$ cat src/rtl/sprite_pkg.sv
// rtl/sprite_pkg.sv - shared sprite geometry defaults, palette colours and pixel types
package sprite_pkg;
  localparam int SPR_W_DEF      = 40;
  localparam int SPR_H_DEF      = 78;
  localparam int NUM_FRAMES_DEF = 2;
  localparam int FRAME_DIV_DEF  = 8;
  localparam int ADDR_W_DEF     = 13;
  localparam int SCREEN_W       = 640;
  localparam int SCREEN_H       = 480;

  typedef logic [23:0] rgb_t;
  typedef logic [1:0]  pal_idx_t;

  localparam rgb_t PAL1_DEF = 24'hFFFFFF;
  localparam rgb_t PAL2_DEF = 24'hC0C0C0;
  localparam rgb_t PAL3_DEF = 24'h404040;

  // Counter width that stays legal when the range collapses to a single value.
  function automatic int idx_w(input int n);
    return (n > 1) ? $clog2(n) : 1;
  endfunction
endpackage

$ cat src/rtl/sprite_renderer_if.sv
// rtl/sprite_renderer_if.sv - sprite ROM read port (registered address out, index data back)
interface sprite_renderer_if #(
  parameter int ADDR_W = 13
);
  import sprite_pkg::*;

  logic [ADDR_W-1:0] rom_addr;
  pal_idx_t          rom_data;

  modport master (output rom_addr, input rom_data);
  modport slave  (input rom_addr, output rom_data);
endinterface

$ cat src/rtl/sprite_anim_ctrl.sv
// rtl/sprite_anim_ctrl.sv - frame_clk edge detect, per-frame position latch, animation stepping
// Optional SPRITE_HFLIP_EN adds a horizontal flip bit latched with the position.
module sprite_anim_ctrl
  import sprite_pkg::*;
#(
  parameter  int NUM_FRAMES = NUM_FRAMES_DEF,
  parameter  int FRAME_DIV  = FRAME_DIV_DEF,
  localparam int FIDX_W     = idx_w(NUM_FRAMES),
  localparam int DIV_W      = idx_w(FRAME_DIV)
) (
  input  logic              clk,
  input  logic              rst_n,
  input  logic              frame_clk,
  input  logic [9:0]        sprite_x,
  input  logic [9:0]        sprite_y,
  input  logic              sprite_en,
`ifdef SPRITE_HFLIP_EN
  input  logic              hflip,
  output logic              hflip_l,
`endif
  output logic [9:0]        x_l,
  output logic [9:0]        y_l,
  output logic              en_l,
  output logic [FIDX_W-1:0] frame_idx
);
  logic              sync1_q, sync1_d, sync2_q, sync2_d, prev_q, prev_d;
  logic [9:0]        x_q, x_d, y_q, y_d;
  logic              en_q, en_d;
  logic [DIV_W-1:0]  div_q, div_d;
  logic [FIDX_W-1:0] frame_q, frame_d;
  logic              rise;
`ifdef SPRITE_HFLIP_EN
  logic              flip_q, flip_d;
`endif

  always_comb begin
    sync1_d = frame_clk;
    sync2_d = sync1_q;
    prev_d  = sync2_q;
    rise    = sync2_q & ~prev_q;
    x_d     = x_q;
    y_d     = y_q;
    en_d    = en_q;
    div_d   = div_q;
    frame_d = frame_q;
`ifdef SPRITE_HFLIP_EN
    flip_d  = flip_q;
`endif
    if (rise) begin
      // Position and frame step both land on the same rise so a frame never tears.
      x_d  = sprite_x;
      y_d  = sprite_y;
      en_d = sprite_en;
`ifdef SPRITE_HFLIP_EN
      flip_d = hflip;
`endif
      if (div_q == DIV_W'(FRAME_DIV - 1)) begin
        div_d   = '0;
        frame_d = (frame_q == FIDX_W'(NUM_FRAMES - 1)) ? '0 : frame_q + 1'b1;
      end else begin
        div_d = div_q + 1'b1;
      end
    end
  end

  always_ff @(posedge clk or negedge rst_n) begin
    if (!rst_n) begin
      sync1_q <= 1'b0;
      sync2_q <= 1'b0;
      prev_q  <= 1'b0;
      x_q     <= '0;
      y_q     <= '0;
      en_q    <= 1'b0;
      div_q   <= '0;
      frame_q <= '0;
`ifdef SPRITE_HFLIP_EN
      flip_q  <= 1'b0;
`endif
    end else begin
      sync1_q <= sync1_d;
      sync2_q <= sync2_d;
      prev_q  <= prev_d;
      x_q     <= x_d;
      y_q     <= y_d;
      en_q    <= en_d;
      div_q   <= div_d;
      frame_q <= frame_d;
`ifdef SPRITE_HFLIP_EN
      flip_q  <= flip_d;
`endif
    end
  end

  assign x_l       = x_q;
  assign y_l       = y_q;
  assign en_l      = en_q;
  assign frame_idx = frame_q;
`ifdef SPRITE_HFLIP_EN
  assign hflip_l   = flip_q;
`endif
endmodule

$ cat src/rtl/sprite_renderer.sv
// rtl/sprite_renderer.sv - 3-stage beam-to-RGB sprite pipeline around a 1-cycle sprite ROM
// Optional SPRITE_HFLIP_EN adds the hflip input and mirrored column addressing.
module sprite_renderer
  import sprite_pkg::*;
#(
  parameter int   SPR_W      = SPR_W_DEF,
  parameter int   SPR_H      = SPR_H_DEF,
  parameter int   NUM_FRAMES = NUM_FRAMES_DEF,
  parameter int   FRAME_DIV  = FRAME_DIV_DEF,
  parameter int   ADDR_W     = ADDR_W_DEF,
  parameter rgb_t PAL1       = PAL1_DEF,
  parameter rgb_t PAL2       = PAL2_DEF,
  parameter rgb_t PAL3       = PAL3_DEF
) (
  input  logic                      Clk,
  input  logic                      Reset_n,
  input  logic                      frame_clk,
  input  logic [9:0]                DrawX,
  input  logic [9:0]                DrawY,
  input  logic [9:0]                SpriteX,
  input  logic [9:0]                SpriteY,
  input  logic                      sprite_en,
`ifdef SPRITE_HFLIP_EN
  input  logic                      hflip,
`endif
  sprite_renderer_if.master         rom_if,
  output logic                      pixel_opaque,
  output rgb_t                      pixel_rgb
);
  localparam int FIDX_W = idx_w(NUM_FRAMES);

  logic [9:0]        x_l, y_l;
  logic              en_l;
  logic [FIDX_W-1:0] frame_idx;
`ifdef SPRITE_HFLIP_EN
  logic              hflip_l;
`endif

  sprite_anim_ctrl #(
    .NUM_FRAMES (NUM_FRAMES),
    .FRAME_DIV  (FRAME_DIV)
  ) u_anim (
    .clk       (Clk),
    .rst_n     (Reset_n),
    .frame_clk (frame_clk),
    .sprite_x  (SpriteX),
    .sprite_y  (SpriteY),
    .sprite_en (sprite_en),
`ifdef SPRITE_HFLIP_EN
    .hflip     (hflip),
    .hflip_l   (hflip_l),
`endif
    .x_l       (x_l),
    .y_l       (y_l),
    .en_l      (en_l),
    .frame_idx (frame_idx)
  );

  logic [ADDR_W-1:0] rom_addr_q, rom_addr_d;
  logic              hit_d1_q, hit_d1_d, hit_d2_q, hit_d2_d;
  logic              pixel_opaque_q, pixel_opaque_d;
  rgb_t              pixel_rgb_q, pixel_rgb_d;
  logic [10:0]       dx, dy, col;
  logic              hit;

  // Stage 1: 11-bit compares so a sprite hanging off the right edge clips instead of wrapping.
  always_comb begin
    dx  = {1'b0, DrawX} - {1'b0, x_l};
    dy  = {1'b0, DrawY} - {1'b0, y_l};
    hit = en_l
          && ({1'b0, DrawX} >= {1'b0, x_l}) && ({1'b0, DrawX} < ({1'b0, x_l} + 11'(SPR_W)))
          && ({1'b0, DrawY} >= {1'b0, y_l}) && ({1'b0, DrawY} < ({1'b0, y_l} + 11'(SPR_H)));
`ifdef SPRITE_HFLIP_EN
    col = hflip_l ? (11'(SPR_W - 1) - dx) : dx;
`else
    col = dx;
`endif
    rom_addr_d = '0;
    if (hit) begin
      rom_addr_d = ADDR_W'(frame_idx) * ADDR_W'(SPR_W * SPR_H)
                 + ADDR_W'(dy) * ADDR_W'(SPR_W)
                 + ADDR_W'(col);
    end
    hit_d1_d = hit;
  end

  // Stage 2 is the ROM register itself; the hit flag travels alongside it.
  always_comb begin
    hit_d2_d       = hit_d1_q;
    pixel_opaque_d = hit_d2_q && (rom_if.rom_data != 2'd0);
    pixel_rgb_d    = '0;
    if (hit_d2_q) begin
      unique case (rom_if.rom_data)
        2'd1:    pixel_rgb_d = PAL1;
        2'd2:    pixel_rgb_d = PAL2;
        2'd3:    pixel_rgb_d = PAL3;
        default: pixel_rgb_d = '0;
      endcase
    end
  end

  always_ff @(posedge Clk or negedge Reset_n) begin
    if (!Reset_n) begin
      rom_addr_q     <= '0;
      hit_d1_q       <= 1'b0;
      hit_d2_q       <= 1'b0;
      pixel_opaque_q <= 1'b0;
      pixel_rgb_q    <= '0;
    end else begin
      rom_addr_q     <= rom_addr_d;
      hit_d1_q       <= hit_d1_d;
      hit_d2_q       <= hit_d2_d;
      pixel_opaque_q <= pixel_opaque_d;
      pixel_rgb_q    <= pixel_rgb_d;
    end
  end

  assign rom_if.rom_addr = rom_addr_q;
  assign pixel_opaque    = pixel_opaque_q;
  assign pixel_rgb       = pixel_rgb_q;
endmodule
$ cat src/flat_wrapper.sv
// flat-port wrapper written by rule: the top's interface ports become plain ports
module sprite_renderer_flat import sprite_pkg::*;
#(
  parameter int   SPR_W      = SPR_W_DEF,
  parameter int   SPR_H      = SPR_H_DEF,
  parameter int   NUM_FRAMES = NUM_FRAMES_DEF,
  parameter int   FRAME_DIV  = FRAME_DIV_DEF,
  parameter int   ADDR_W     = ADDR_W_DEF,
  parameter rgb_t PAL1       = PAL1_DEF,
  parameter rgb_t PAL2       = PAL2_DEF,
  parameter rgb_t PAL3       = PAL3_DEF
)
  (Clk, Reset_n, frame_clk, DrawX, DrawY, SpriteX, SpriteY, sprite_en, pixel_opaque, pixel_rgb, rom_if_rom_addr, rom_if_rom_data);
  sprite_renderer_if #(.ADDR_W(ADDR_W)) rom_if_i ();
  input  logic Clk;
  input  logic Reset_n;
  input  logic frame_clk;
  input  logic [9:0] DrawX;
  input  logic [9:0] DrawY;
  input  logic [9:0] SpriteX;
  input  logic [9:0] SpriteY;
  input  logic sprite_en;
  output logic pixel_opaque;
  output rgb_t pixel_rgb;
  output wire logic [$bits(rom_if_i.rom_addr)-1:0] rom_if_rom_addr;
  input wire logic [$bits(rom_if_i.rom_data)-1:0] rom_if_rom_data;
  assign rom_if_rom_addr = rom_if_i.rom_addr;
  assign rom_if_i.rom_data = rom_if_rom_data;
  sprite_renderer #(.SPR_W(SPR_W), .SPR_H(SPR_H), .NUM_FRAMES(NUM_FRAMES), .FRAME_DIV(FRAME_DIV), .ADDR_W(ADDR_W), .PAL1(PAL1), .PAL2(PAL2), .PAL3(PAL3)) u_core (.Clk(Clk), .Reset_n(Reset_n), .frame_clk(frame_clk), .DrawX(DrawX), .DrawY(DrawY), .SpriteX(SpriteX), .SpriteY(SpriteY), .sprite_en(sprite_en), .rom_if(rom_if_i), .pixel_opaque(pixel_opaque), .pixel_rgb(pixel_rgb));
endmodule
$ cat config.mk
export PLATFORM = sky130hd
export DESIGN_NAME = sprite_renderer_flat
export DESIGN_NICKNAME = d
export VERILOG_FILES = /design/src/rtl/sprite_pkg.sv /design/src/rtl/sprite_renderer_if.sv /design/src/rtl/sprite_anim_ctrl.sv /design/src/rtl/sprite_renderer.sv /design/src/flat_wrapper.sv
export SDC_FILE = /design/constraint.sdc
export NUM_CORES = 1
export LEC_CHECK = 0
export BUFFER_PORTS_ARGS = -buffer_cell sky130_fd_sc_hd__buf_2
export CAP_MARGIN = 5
export CORE_MARGIN = 5
export CORE_UTILIZATION = 51
export CTS_CLUSTER_DIAMETER = 100
export DETAILED_ROUTE_END_ITERATION = 16
export GPL_ROUTABILITY_DRIVEN = 0
export GPL_TIMING_DRIVEN = 0
export PLACE_DENSITY = 0.77
export RECOVER_POWER = 100
export SYNTH_ARGS = -nofsm -noshare
export SYNTH_HDL_FRONTEND = slang
export SYNTH_HIERARCHICAL = 1
export SYNTH_SLANG_ARGS = --single-unit
$ cat constraint.sdc
create_clock -name Clk -period 3.85 [get_ports Clk]
set_input_delay 0.385 -clock Clk [delete_from_list [all_inputs] [get_ports Clk]]
set_output_delay 0.385 -clock Clk [all_outputs]
set_load 0.1 [all_outputs]
==> flow_summary.json <==
{
  "status": "finished, violations left",
  "violations": "max-capacitance violations, max-slew violations, negative setup slack",
  "grt_pass1_vias": 3328,
  "grt_start_max_net_pins": 47,
  "rows": 33,
  "hold_violations": 0,
  "leakagePower_uw": 0.00247,
  "area_growth_syn_to_layout_pct": 22.5,
  "powerDensity_nw_per_um2": 852,
  "cts_tree": "built",
  "nFillCells": 687,
  "relSlewSlack_pct": -61.3,
  "cts_buffers": 5,
  "cts_sinks": 46,
  "dieHeight_um": 102,
  "synth_cell_type_count": 54,
  "crit_arrival_ns": 4.46,
  "end_kind": "flop",
  "n_antenna_cell": 0,
  "rr_worst_depth": 20,
  "synth-edff-count": 0,
  "drtIter0Drc": 155,
  "p_sw_share_pct": 47.4,
  "clockRootBuffer": "clkbuf_8",
  "wirelength_um": 9830,
  "power_frac_clock_pct": 6.7,
  "hold_buffers": 0,
  "ys_async_sr_fraction_pct": 100,
  "synth_seq_area_share_pct": 26.9,
  "setup_violations": 3,
  "syn_area_per_cell_sq_um": 10.1,
  "cts.clk_slew.worst_paths_ns": 0.09,
  "hold_depth": 1,
  "drc_errors": 0,
  "pwr-share-seq_pct": 13.9,
  "dr_total_vias": 3452,
  "grt_antenna_before_repair": 0,
  "power.internal_uw": 2350,
  "vias_per_cell": 5.35,
  "die_x_um": 102,
  "synth-seq-cells": 46,
  "start_util_pct": 52.3,
  "startpoint_type": "flop",
  "fin_worst_skew_ns": 0.00461,
  "firstDrtPassIters": 4,
  "rsz0062_at_grt": "true",
  "final.setup.worst_slack_ns": -0.371,
  "io_buffers": 83,
  "ir_worst_vdd_mv": 0.506,
  "coreArea_sq_um": 8180,
  "ys.flop_type": "dfrtp_1",
  "clk_latency_ns": 0.30,
  "power_frac_comb_pct": 79.4,
  "post-dp-hpwl_um": 7340,
  "ys_warn_count": 6,
  "required_ns": 4.09,
  "antenna_left": 0,
  "critPathKind": "flop to flop",
  "maxSlewViolCount": 47,
  "fin_hold_ws_ns": 0.184,
  "post-route-util_pct": 64.1,
  "drive_gt1_share_pct": 31.3,
  "die_area_sq_um": 10300,
  "fmax_mhz": 237,
  "post_drt_wl_per_cell_um": 15.2,
  "finalCritPeriodShare_pct": 110,
  "syn-num-nets": 545,
  "synth_area_sq_um": 4280,
  "htree_levels": 2,
  "worst_pin_slew_ns": 2.42,
  "hp-class": "input port to flop",
  "crit_fanout": 3,
  "power.switching_uw": 2120,
  "drv_cap": 1,
  "ios": 84,
  "cts_buffer_depth": 2,
  "netlist_instances": 425,
  "final_nets": 659,
  "track_usage_pct": 18.0,
  "grt_pass1_wl_um": 15100,
  "grt-ovfl-total": 0,
  "post-route-min-period_ns": 4.22
}
cell usage in the layout (no fill, tap or decap), types with 5 or more instances in the layout:
| master | count |
|---|---|
| ha_1 | 53 |
| dfrtp_1 | 46 |
| buf_2 | 45 |
| buf_4 | 44 |
| clkbuf_1 | 43 |
| inv_1 | 37 |
| xnor2_1 | 29 |
| nor2_1 | 19 |
| mux2_1 | 18 |
| a21oi_1 | 17 |
| nor3_1 | 15 |
| o21ai_0 | 14 |
| ha_4 | 11 |
| nand2_1 | 8 |
| inv_2 | 7 |
| a21oi_2 | 6 |
| nor2_4 | 6 |
| clkbuf_8 | 5 |
| a21o_1 | 5 |
| o21a_1 | 5 |
| xor2_1 | 5 |
| fa_1 | 5 |
final cells by class:
type,instances,area (sq um),share of cell area [%]
flip-flops and latches,46,1150,22.0
clock inverters,3,21.3,0.406
multi-input cells,305,2930,56.0
well taps,105,131,2.51
clock buffers,5,68.8,1.31
inverters,44,165,3.15
plain buffers,29,203,3.87
repair buffers,108,567,10.8
Yosys cell counts, types with 8 or more instances:
master   instances  share of area, %
xor2_1           8               1.6
inv_1           44               3.9
nand2_1          9              0.79
buf_4           23               4.0
nor2_1          20               1.8
ha_1            67                20
mux2_4          20               7.0
a21oi_1         23               2.7
xnor2_1         29               5.9
o21ai_0         18               2.1
nor3_1          17               2.0
dfrtp_1         46                27
per-stage QoR:
step / power (uW) / cells / setup TNS (ns) / cell area (sq um) / setup slack, ns
6_report: 4460 / 645 / -0.739 / 5240 / -0.371
5_1_grt: 4800 / 645 / -1.28 / 5240 / -0.552
4_1_cts: 4150 / 638 / -0.568 / 5220 / -0.312
3_5_place_dp: 3610 / 613 / -0.964 / 4940 / -0.535
3_3_place_gp: 3500 / 613 / -0.776 / 4940 / -0.463
2_1_floorplan: 3120 / 425 / -0.137 / 4390 / -0.137
power by group through the flow:
stage,Clock (uW),Combinational (uW),Sequential [uW]
final,301,3550,618
after global routing,335,3840,629
after CTS,311,3220,620
after detailed placement,0,2980,632
after global placement,0,2870,627
after floorplan,0,2400,717
registers in the layout, indices dropped and copies added (netlist names):
| name | count |
|---|---|
| u_core/rom_if.rom_addr | 13 |
| u_core/u_anim/x_l | 10 |
| u_core/u_anim/y_l | 10 |
| u_core/u_anim/div_q | 3 |
| u_core/pixel_rgb | 2 |
| u_core/hit_d1_q | 1 |
| u_core/hit_d2_q | 1 |
| u_core/pixel_opaque | 1 |
| u_core/u_anim/en_l | 1 |
| u_core/u_anim/frame_idx | 1 |
| u_core/u_anim/prev_d | 1 |
| u_core/u_anim/prev_q | 1 |
| u_core/u_anim/sync1_q | 1 |
worst paths after layout:
kind | startpoint | end | slack [ns]
worst max register to register | u_core/u_anim/y_l[0]$_DFFE_PN0P_ | u_core/rom_if.rom_addr[12]$_DFF_PN0_ | -0.37
max in group asynchronous | Reset_n | u_core/u_anim/x_l[9]$_DFFE_PN0P_ | 1.66
worst min-delay path | frame_clk | u_core/u_anim/sync1_q$_DFF_PN0_ | 0.18
worst min register to register | u_core/u_anim/sync1_q$_DFF_PN0_ | u_core/u_anim/prev_d$_DFF_PN0_ | 0.35
worst max-delay path | u_core/u_anim/y_l[0]$_DFFE_PN0P_ | u_core/rom_if.rom_addr[12]$_DFF_PN0_ | -0.37
min in group asynchronous | Reset_n | u_core/u_anim/x_l[1]$_DFFE_PN0P_ | 0.81
routing by layer:
layer	track usage, %	routed length, um	vias to the layer above
met4	4.29	137	0
met3	2.96	527	15
met5	0	0	-
li1	-	-	1686
met1	22.8	4140	1650
met2	32.0	5030	101
critical path, cell delays in order, from the launching register on:
cell      delay, ns
dfrtp_1        0.39
ha_4           0.15
inv_2          0.04
fa_2           0.42
and3_4         0.18
nor3_4         0.22
nor2_4         0.07
ha_4           0.29
inv_2          0.04
fa_2           0.36
nor2b_2        0.13
o21ai_2        0.08
a21oi_2        0.20
nor2_2         0.07
fa_1           0.55
ha_4           0.22
o21ai_2        0.06
nand2b_1       0.07
a21oi_1        0.13
xnor3_1        0.40
nor2_1         0.08
cells by family (layout without fill, tap and decap cells):
family          count (synthesis)  after routing  share of synthesized area, %
simple gates                   88             88                          11.8
mux                            24             24                          8.07
fa+ha+maj                      74             74                          22.9
xor+xnor                       38             38                          8.10
compound gates                 81             81                          12.2
buf+inv                        74            189                          10.1
flops                          46             46                          26.9
what timing repair did:
| item | in CTS | in global routing |
|---|---|---|
| pin swaps | 19 | 22 |
| resized for setup | 14 | 24 |
| setup endpoints to repair | 3 | 4 |
| gates cloned | 0 | 0 |
| setup buffers | 18 | 7 |
Power figures use the tool's default switching activity.
